### src/rtl/div_seq_pkg.sv
// Shared definitions for the execute-stage divide sequencer.
// Holds the FSM state encodings, result width and the EX op codes that select DIV/DIVU.
package div_seq_pkg;

    localparam int REG_DATA_WIDTH   = 32;
    localparam int DIV_RESULT_WIDTH = 2 * REG_DATA_WIDTH;

    localparam logic [5:0] EXE_OP_DIV  = 6'h1A;
    localparam logic [5:0] EXE_OP_DIVU = 6'h1B;

    typedef enum logic [1:0] {
        S_IDLE    = 2'b00,
        S_DIVZERO = 2'b01,
        S_RUN     = 2'b10,
        S_DONE    = 2'b11
    } div_state_t;

endpackage

### src/rtl/div_seq_if.sv
// Request/result bundle between the EX stage (master) and the divide sequencer (slave).
interface div_seq_if
    import div_seq_pkg::*;
#(
    parameter int DATA_WIDTH = REG_DATA_WIDTH
);
    logic                      start_in;
    logic                      signed_in;
    logic                      annul_in;
    logic [DATA_WIDTH-1:0]     dividend_in;
    logic [DATA_WIDTH-1:0]     divisor_in;
    logic [2*DATA_WIDTH-1:0]   result_out;
    logic                      ready_out;
    logic                      stall_req_out;

    modport master (
        output start_in, signed_in, annul_in, dividend_in, divisor_in,
        input  result_out, ready_out, stall_req_out
    );

    modport slave (
        input  start_in, signed_in, annul_in, dividend_in, divisor_in,
        output result_out, ready_out, stall_req_out
    );
endinterface

### src/rtl/div_seq_step.sv
// One radix-2 restoring divide step: shift {rem, quo} left, trial-subtract the divisor,
// keep the difference and set the quotient bit when it does not go negative.
module div_step #(
    parameter int DATA_WIDTH = 32
) (
    input  logic [DATA_WIDTH-1:0] rem,
    input  logic [DATA_WIDTH-1:0] quo,
    input  logic [DATA_WIDTH-1:0] divisor,
    output logic [DATA_WIDTH-1:0] rem_next,
    output logic [DATA_WIDTH-1:0] quo_next
);
    logic [DATA_WIDTH:0] shifted;
    logic [DATA_WIDTH:0] diff;

    always_comb begin
        shifted = {rem, quo[DATA_WIDTH-1]};
        diff    = shifted - {1'b0, divisor};
        if (!diff[DATA_WIDTH]) begin
            rem_next = diff[DATA_WIDTH-1:0];
            quo_next = {quo[DATA_WIDTH-2:0], 1'b1};
        end else begin
            rem_next = shifted[DATA_WIDTH-1:0];
            quo_next = {quo[DATA_WIDTH-2:0], 1'b0};
        end
    end
endmodule

### src/rtl/div_seq.sv
// Multi-cycle DIV/DIVU sequencer: latches operand magnitudes, runs one restoring step per
// cycle, sign-corrects and presents {remainder, quotient} until EX drops its request.
module div_seq
    import div_seq_pkg::*;
#(
    parameter int DATA_WIDTH = REG_DATA_WIDTH
) (
    input logic        clk,
    input logic        rst_n,
    div_seq_if.slave   bus
);
    localparam int CW = $clog2(DATA_WIDTH) + 1;

    div_state_t              state, state_nx;
    logic [CW-1:0]           cnt;
    logic [DATA_WIDTH-1:0]   rem, quo, dvsr;
    logic [DATA_WIDTH-1:0]   rem_nx, quo_nx;
    logic [DATA_WIDTH-1:0]   fix_rem, fix_quo;
    logic                    neg_quo, neg_rem;
    logic                    ready;
    logic [2*DATA_WIDTH-1:0] result;
    logic                    accept, last_step, divisor_zero;
    logic                    dividend_neg, divisor_neg;

    assign accept       = bus.start_in & ~bus.annul_in;
    assign last_step    = (cnt == CW'(DATA_WIDTH - 1));
    assign divisor_zero = (bus.divisor_in == '0);
    assign dividend_neg = bus.signed_in & bus.dividend_in[DATA_WIDTH-1];
    assign divisor_neg  = bus.signed_in & bus.divisor_in[DATA_WIDTH-1];

    div_step #(.DATA_WIDTH(DATA_WIDTH)) u_step (
        .rem      (rem),
        .quo      (quo),
        .divisor  (dvsr),
        .rem_next (rem_nx),
        .quo_next (quo_nx)
    );

    // Sign flags are already gated by signed_in at latch time.
    assign fix_quo = neg_quo ? -quo_nx : quo_nx;
    assign fix_rem = neg_rem ? -rem_nx : rem_nx;

    always_ff @(posedge clk or negedge rst_n) begin
        if (!rst_n) state <= S_IDLE;
        else        state <= state_nx;
    end

    always_comb begin
        state_nx = state;
        if (bus.annul_in) begin
            state_nx = S_IDLE;
        end else begin
            case (state)
                S_IDLE:    if (accept) state_nx = divisor_zero ? S_DIVZERO : S_RUN;
                S_DIVZERO: state_nx = S_DONE;
                S_RUN:     if (last_step) state_nx = S_DONE;
                S_DONE:    if (!bus.start_in) state_nx = S_IDLE;
                default:   state_nx = S_IDLE;
            endcase
        end
    end

    always_ff @(posedge clk or negedge rst_n) begin
        if (!rst_n) begin
            cnt     <= '0;
            rem     <= '0;
            quo     <= '0;
            dvsr    <= '0;
            neg_quo <= 1'b0;
            neg_rem <= 1'b0;
            ready   <= 1'b0;
            result  <= '0;
        end else begin
            case (state)
                S_IDLE: begin
                    if (accept) begin
                        cnt <= '0;
                        if (divisor_zero) begin
                            rem <= bus.dividend_in;
                            quo <= '1;
                        end else begin
                            rem     <= '0;
                            quo     <= dividend_neg ? -bus.dividend_in : bus.dividend_in;
                            dvsr    <= divisor_neg ? -bus.divisor_in : bus.divisor_in;
                            neg_quo <= dividend_neg ^ divisor_neg;
                            neg_rem <= dividend_neg;
                        end
                    end
                end
                S_RUN: begin
                    rem <= rem_nx;
                    quo <= quo_nx;
                    cnt <= cnt + CW'(1);
                    if (last_step) begin
                        ready  <= 1'b1;
                        result <= {fix_rem, fix_quo};
                    end
                end
                S_DIVZERO: begin
                    ready  <= 1'b1;
                    result <= {rem, quo};
                end
                S_DONE: begin
                    if (!bus.start_in) begin
                        ready  <= 1'b0;
                        result <= '0;
                    end
                end
                default: ;
            endcase
            // Annul wins over completion and over a fresh start.
            if (bus.annul_in) begin
                ready  <= 1'b0;
                result <= '0;
            end
        end
    end

    assign bus.result_out    = result;
    assign bus.ready_out     = ready;
    assign bus.stall_req_out = bus.start_in & ~ready & ~bus.annul_in;
endmodule

### src/flat_wrapper.sv
// flat-port wrapper written by rule: the top's interface ports become plain ports
module div_seq_flat import div_seq_pkg::*;
#(
    parameter int DATA_WIDTH = REG_DATA_WIDTH
)
  (clk, rst_n, bus_start_in, bus_signed_in, bus_annul_in, bus_dividend_in, bus_divisor_in, bus_result_out, bus_ready_out, bus_stall_req_out);
  div_seq_if #(.DATA_WIDTH(DATA_WIDTH)) bus_i ();
  input logic clk;
  input logic rst_n;
  input wire logic [$bits(bus_i.start_in)-1:0] bus_start_in;
  input wire logic [$bits(bus_i.signed_in)-1:0] bus_signed_in;
  input wire logic [$bits(bus_i.annul_in)-1:0] bus_annul_in;
  input wire logic [$bits(bus_i.dividend_in)-1:0] bus_dividend_in;
  input wire logic [$bits(bus_i.divisor_in)-1:0] bus_divisor_in;
  output wire logic [$bits(bus_i.result_out)-1:0] bus_result_out;
  output wire logic [$bits(bus_i.ready_out)-1:0] bus_ready_out;
  output wire logic [$bits(bus_i.stall_req_out)-1:0] bus_stall_req_out;
  assign bus_i.start_in = bus_start_in;
  assign bus_i.signed_in = bus_signed_in;
  assign bus_i.annul_in = bus_annul_in;
  assign bus_i.dividend_in = bus_dividend_in;
  assign bus_i.divisor_in = bus_divisor_in;
  assign bus_result_out = bus_i.result_out;
  assign bus_ready_out = bus_i.ready_out;
  assign bus_stall_req_out = bus_i.stall_req_out;
  div_seq #(.DATA_WIDTH(DATA_WIDTH)) u_core (.clk(clk), .rst_n(rst_n), .bus(bus_i));
endmodule
### config.mk
export PLATFORM = sky130hd
export DESIGN_NAME = div_seq_flat
export DESIGN_NICKNAME = d
export VERILOG_FILES = /design/src/rtl/div_seq_pkg.sv /design/src/rtl/div_seq_if.sv /design/src/rtl/div_seq_step.sv /design/src/rtl/div_seq.sv /design/src/flat_wrapper.sv
export SDC_FILE = /design/constraint.sdc
export NUM_CORES = 1
export LEC_CHECK = 0
export CORE_UTILIZATION = 40
export CTS_CLUSTER_SIZE = 24
export DETAILED_ROUTE_END_ITERATION = 6
export PLACE_DENSITY_LB_ADDON = 0.12
export RECOVER_POWER = 100
export SETUP_SLACK_MARGIN = 0.5
export SYNTH_ARGS = -nofsm -noshare
export SYNTH_HDL_FRONTEND = slang
export SYNTH_SLANG_ARGS = --single-unit
export TNS_END_PERCENT = 1
### constraint.sdc
create_clock -name clk -period 4.5 [get_ports clk]
set_input_delay 0.675 -clock clk [delete_from_list [all_inputs] [get_ports clk]]
set_output_delay 0.675 -clock clk [all_outputs]
set_load 0.05 [all_outputs]
Word level (Yosys, flattened, before mapping)
Index checks and enable logic that the tools add are counted.
Word-level totals
  flip-flop bits (word level): 171
  latch bits: 0
  memory bits (writable): 0
  bits in read-only memories: 0
  input bits: 69
  memories: 0
Cells by class
  add/subtract/negate cells: 6
  $mul: 0
  div/mod/pow operators: 0
  magnitude comparators: 0
  equal/unequal tests: 8
  shift operators: 0
  mux-type cells: 28
  bitwise logic cells: 9
  reductions and logical operators: 8
Operators with widths (number)
  $mux W32: 9
  $mux W64: 3
  $pmux W64 S3: 1
  $neg A32 Y32: 4
  $pmux W32 S2: 2
  $sub A33 B32 Y33: 1
  $logic_not A32 Y1: 1
  $pmux W6 S2: 1
  $mux W2: 5
  $reduce_and A3 Y1: 3
  $pmux W2 S4: 1
  $add A6 B1 Y6 const B: 1
  $eq A6 B5 Y1 const B: 1
  $mux W6: 1
  $ne A3 B2 Y1 const B: 2
  $and A1 B1 Y1: 5
  $eq A2 B2 Y1 const B: 2
  $mux W1: 4
  $reduce_bool A4 Y1: 1
  $ne A3 B3 Y1 const B: 1
  $not A1 Y1: 3
  $pmux W1 S3: 1
  $eq A2 B1 Y1 const B: 1
  $logic_not A2 Y1: 1
  4 further kinds: 4

Logic depth before layout (Yosys ltp)
  depth after elaboration: 7
  depth in mapped cells: 23

Modules after synthesis
A second synthesis with hierarchy kept.
Second synthesis, totals
  cells, all modules: 1504
  area total of the unflattened synthesis: 12652.1 µm²
By module, submodules not included
  div_seq: times used 1, cells each 1164, area an instance 10102.2 µm², sequential area each 4279.1 µm²
  div_step: times used 1, cells each 340, area an instance 2549.9 µm², sequential area each 0.0 µm²

Worst setup path before layout
Ideal clock, no wire load.
  path kind: register to register
  from: reg u_core.quo[31]
  to: reg u_core.result[56], in the netlist u_core.bus.result_out[56]
  setup time: 0.128 ns
  arrival time: 4.475 ns
  setup slack: -0.103 ns
  cell stages (with the launch flop): 23
  buffers on the path: 2
  clock period less this slack: 4.603 ns
  path through: dfrtp_1 -> inv_1 -> ha_1 -> inv_1 -> fa_1 -> a211oi_2 -> o21a_1 -> a211o_2 -> a21oi_4 -> o21ba_2 -> nor2_2 -> inv_2 -> buf_2 -> buf_1 -> a21oi_1 -> ha_1 -> nand3_1 -> or4_1 -> o32a_1 -> nand2b_4 -> o31ai_2 -> mux2i_1 -> nand3_1
Between the ends
  cells in the longest elaborated chain, start to end: 7
RTL lines
  start: declaration: line div_seq.sv:16  | logic [DATA_WIDTH-1:0] rem, quo, dvsr;
  start signal: assignment: line div_seq.sv:83  | quo <= dividend_neg ? -bus.dividend_in : bus.dividend_in;
  start signal: assignment: line div_seq.sv:92  | quo <= quo_nx;
  $sub A33 B32 Y33: line div_seq_step.sv:17  | diff = shifted - {1'b0, divisor};
  $mux W32 (*): line div_seq_step.sv:18  | if (!diff[DATA_WIDTH]) begin
  $neg A32 Y32: line div_seq.sv:41  | assign fix_rem = neg_rem ? -rem_nx : rem_nx;
  $mux W32 (*): line div_seq.sv:41
  $mux W64 (*): line div_seq.sv:94  | if (last_step) begin
  $pmux W64 S3 (*): line div_seq.sv:74  | case (state)
  $mux W64 (*): line div_seq.sv:112  | if (bus.annul_in) begin
  end signal: assignment: line div_seq.sv:96  | result <= {fix_rem, fix_quo};
  end signal: assignment: line div_seq.sv:101  | result <= {rem, quo};
  end: declaration: line div_seq.sv:21  | logic [2*DATA_WIDTH-1:0] result;
Every way passes the cells marked *; elsewhere a longest branch is shown, timed or not. The select of a mux whose other input is x is not followed.
A chain may end at the register's enable or synchronous reset.

Worst setup path in the final report
  from: reg u_core.rem[3]
  to: reg u_core.result[60], in the netlist u_core.bus.result_out[60]
Between the ends
  cells in the longest elaborated chain, start to end: 7
RTL lines
  start: declaration: line div_seq.sv:16
  start signal: assignment: line div_seq.sv:79  | rem <= bus.dividend_in;
  start signal: assignment: line div_seq.sv:91  | rem <= rem_nx;
  $sub A33 B32 Y33: line div_seq_step.sv:17
  $mux W32 (*): line div_seq_step.sv:18
  $neg A32 Y32: line div_seq.sv:41
  $mux W32 (*): line div_seq.sv:41
  $mux W64 (*): line div_seq.sv:94
  $pmux W64 S3 (*): line div_seq.sv:74
  $mux W64 (*): line div_seq.sv:112
Marked as above.

==> impl_metrics.env <==
export IMPL_status="complete, but fails checks"
export IMPL_failed_checks="capacitance limit, slew limit"
export IMPL_gp_congestion=0.919
export IMPL_synth_seq_cells=171
export IMPL_p_leak_nw=7.01
export IMPL_synthXorXnorAreaFrac=0.0838
export IMPL_grt_pass1_vias=13200
export IMPL_io_buffer_count=134
export IMPL_htreeDepth=4
export IMPL_max_slew_margin=-0.755
export IMPL_netlist_area_um2=13700
export IMPL_rsz0062_at_grt="yes"
export IMPL_tightest_slew_ns=2.63
export IMPL_synth_top_area_share=0.313
export IMPL_endpoint_kind="flop"
export IMPL_grt_max_degree=98
export IMPL_drv_slew=143
export IMPL_core_area_um2=33600
export IMPL_drive_gt1_frac=0.0859
export IMPL_syn_inst=1754
export IMPL_synthAdderAreaFrac=0.0399
export IMPL_grt_use_total=0.271
export IMPL_drt_pass1_iterations=6
export IMPL_fin_cells=2323
export IMPL_yosysWarnings=0
export IMPL_clock_sinks=171
export IMPL_antenna_found_initial=1
export IMPL_yosys_area_share_simple=0.224
export IMPL_ioPinCount=135
export IMPL_cts_path_max_buffers=2
export IMPL_synthTopCellsByArea="dfrtp_1 (31%), xnor2_1 (5.8%), a21oi_1 (5.5%)"
export IMPL_synth_compound_area_frac=0.259
export IMPL_synth_nets=1866
export IMPL_crit_arrival_ns=4.61
export IMPL_root_buffer="clkbuf_16"
export IMPL_initial_core_util=0.407
export IMPL_fin_crit_sh=0.943
export IMPL_fin_worst_skew_ns=0.0127
export IMPL_place_hpwl_um=34600
export IMPL_vias=13700
export IMPL_ys_types=89
export IMPL_antenna_cells=0
export IMPL_n_fill_cell=3304
export IMPL_path_clk_slew_ns=0.07
export IMPL_multi_input_area_um2=8790
export IMPL_synth_edf_count=0
export IMPL_synth_top_family_by_area="compound AO/OA/AOI/OAI gates"
export IMPL_drcViolationCount=0
export IMPL_avgSynthCellArea_um2=7.80
export IMPL_syn_to_final_growth_pct=19.9
export IMPL_async_flop_share=1.00
export IMPL_yosysSeqAreaShare=0.313
export IMPL_numCtsBuffers=17
export IMPL_tritoncts="yes"
export IMPL_finalSetupTns_ns=0
export IMPL_hold_buffers=0
export IMPL_seq_area_um2=4280
export IMPL_grt_pass1_wl_um=74900
export IMPL_peakVddDrop_mv=0.388
export IMPL_numPlacedInstances=2287
export IMPL_fmax_ghz=0.236
export IMPL_grt_overflow_total=0
export IMPL_synth_commonest_cells="nor2_1 (195), nand2_1 (179), dfrtp_1 (171), a21oi_1 (151), o21ai_0 (120)"
export IMPL_synth_top_cell_by_area="dfrtp_1"
export IMPL_worstPathRequired_ns=4.86
export IMPL_routed_wl_um=46600
export IMPL_drt_iter0_drc=1141
export IMPL_powerDensity_nw_per_um2=889
export IMPL_insertion_delay_ns=0.46
export IMPL_maxCapViolCount=2
export IMPL_ys_flop_type="dfrtp_1"
export IMPL_setup_ws_ns=0.256
export IMPL_via_per_inst=5.92
export IMPL_cp_cell_sequence="ha_1 > o211ai_1 > o21a_2 > a211o_4 > a21oi_2 > o21ba_4 > nor2_4 > inv_4 > mux2i_4 > ha_4 > nand3_1 > or2_2 > o41ai_2 > buf_4 > nand4_1 > o21ai_0 > xnor2_1 > a221oi_2"
export IMPL_die_y_um=187
export IMPL_setup_viol=0
export IMPL_critical_path_class="flop to flop"
export IMPL_slowest_stage="dfrtp_1"
export IMPL_fin_nets=1974
export IMPL_crit_fanout=5
export IMPL_post_place_ws_ns=0.178
export IMPL_synth_most_common_cell="nor2_1"
export IMPL_antenna_left=0
export IMPL_path_delay_family="compound AO/OA/AOI/OAI gates"
export IMPL_hold_viol=0
export IMPL_rows=67
export IMPL_hold_path_class="flop to flop"
export IMPL_cpPeakStageDelay_ns=0.45
export IMPL_critPathBufInv=2
export IMPL_min_period_ns=4.24
export IMPL_detail_route_wl_per_cell_um=20.1
export IMPL_start_kind="flop"
export IMPL_die_w_um=187
export IMPL_synth_mux_area_frac=0.0235
export IMPL_dieArea_um2=35000
-- cell usage in the layout (no fill, tap or decap), drive strengths merged, types with 16 or more instances in the layout --
cell type      count
o211ai            28
mux2i             31
dfrtp            171
a221oi            30
nand3             39
or4               17
o21ai            131
inv               70
a21oi            152
a31oi             34
o31ai             41
nor4              18
nand2b            16
ha                42
clkbuf            28
dlygate4sd3       68
xor2              41
clkdlybuf4s50     65
nor3              53
xnor2             90
a21o              20
or3               48
buf               70
nand4             20
nand2            179
and3              19
nor2             196
-- final cells by class --
type | count | area share
Clock buffer | 18 | 0.0262
Sequential cell | 171 | 0.261
Inverter | 63 | 0.0146
Multi-Input combinational cell | 1396 | 0.535
Tap cell | 448 | 0.0342
Timing Repair Buffer | 213 | 0.118
Clock inverter | 14 | 0.0109
-- per-stage QoR --
step	power [mW]	area [um2]	hold slack, ns	util
floorplan	9.80	13700	0.379	-
global placement	12.8	15800	0.462	0.469
detailed placement	12.8	15800	0.470	0.469
CTS	14.6	16400	0.390	0.489
global route	15.7	16400	0.510	0.488
finish	14.6	16400	0.480	0.488
-- timing repair --
item	in CTS	in global routing
gates resized for setup	12	7
buffers inserted	3	1
pin swaps	5	3
endpoints found under the setup margin	17	49
-- per-layer routing --
layer  vias to the layer above  global-route usage  share of wire  wire length [um]
li1                       6569                   -              -                 -
met1                      6576               0.379           0.46             21500
met2                       511               0.430           0.45             21100
met3                        88              0.0268          0.053              2490
met4                         0               0.109          0.034              1610
met5                         -                   0              0                 0
-- final timing paths --
| path | from | cells past startpoint | endpoint | slack (ns) |
|---|---|---|---|---|
| setup / recovery | u_core.rem[3]$_DFFE_PN0P_ | 18 | u_core.bus.result_out[60]$_DFFE_PN0P_ | 0.26 |
| hold / removal | u_core.bus.result_out[34]$_DFFE_PN0P_ | 1 | u_core.bus.result_out[34]$_DFFE_PN0P_ | 0.48 |
| setup reg to reg | u_core.rem[3]$_DFFE_PN0P_ | 18 | u_core.bus.result_out[60]$_DFFE_PN0P_ | 0.26 |
| hold reg to reg | u_core.bus.result_out[34]$_DFFE_PN0P_ | 1 | u_core.bus.result_out[34]$_DFFE_PN0P_ | 0.48 |
| max in group asynchronous | rst_n | 2 | u_core.bus.ready_out$_DFFE_PN0P_ | 1.06 |
| min in group asynchronous | rst_n | 1 | u_core.dvsr[28]$_DFFE_PN0P_ | 1.03 |
-- report_power, final --
group	total, mW	internal, mW	switching [mW]
combinational	10.1	3.75	6.35
clock	1.58	0.844	0.740
sequential	2.91	2.21	0.697
-- logic make-up (layout without fill, tap and decap cells) --
| family | after synthesis | in the layout |
|---|---|---|
| AO/OA/AOI/OAI | 544 | 544 |
| XOR/XNOR | 131 | 131 |
| adder cells (fa/ha/maj) | 43 | 43 |
| buffers and inverters | 187 | 308 |
| flip-flops | 171 | 171 |
| multiplexers | 32 | 32 |
| AND/OR/NAND/NOR | 646 | 646 |
-- state kept, by name, summed over array words and instances (netlist names) --
name	flops
u_core.state	2
u_core.neg_rem	1
u_core.bus.result_out	64
u_core.bus.ready_out	1
u_core.dvsr	32
u_core.rem	32
u_core.quo	32
u_core.cnt	6
u_core.neg_quo	1
Note: power is estimated with default switching activity, not from simulation.
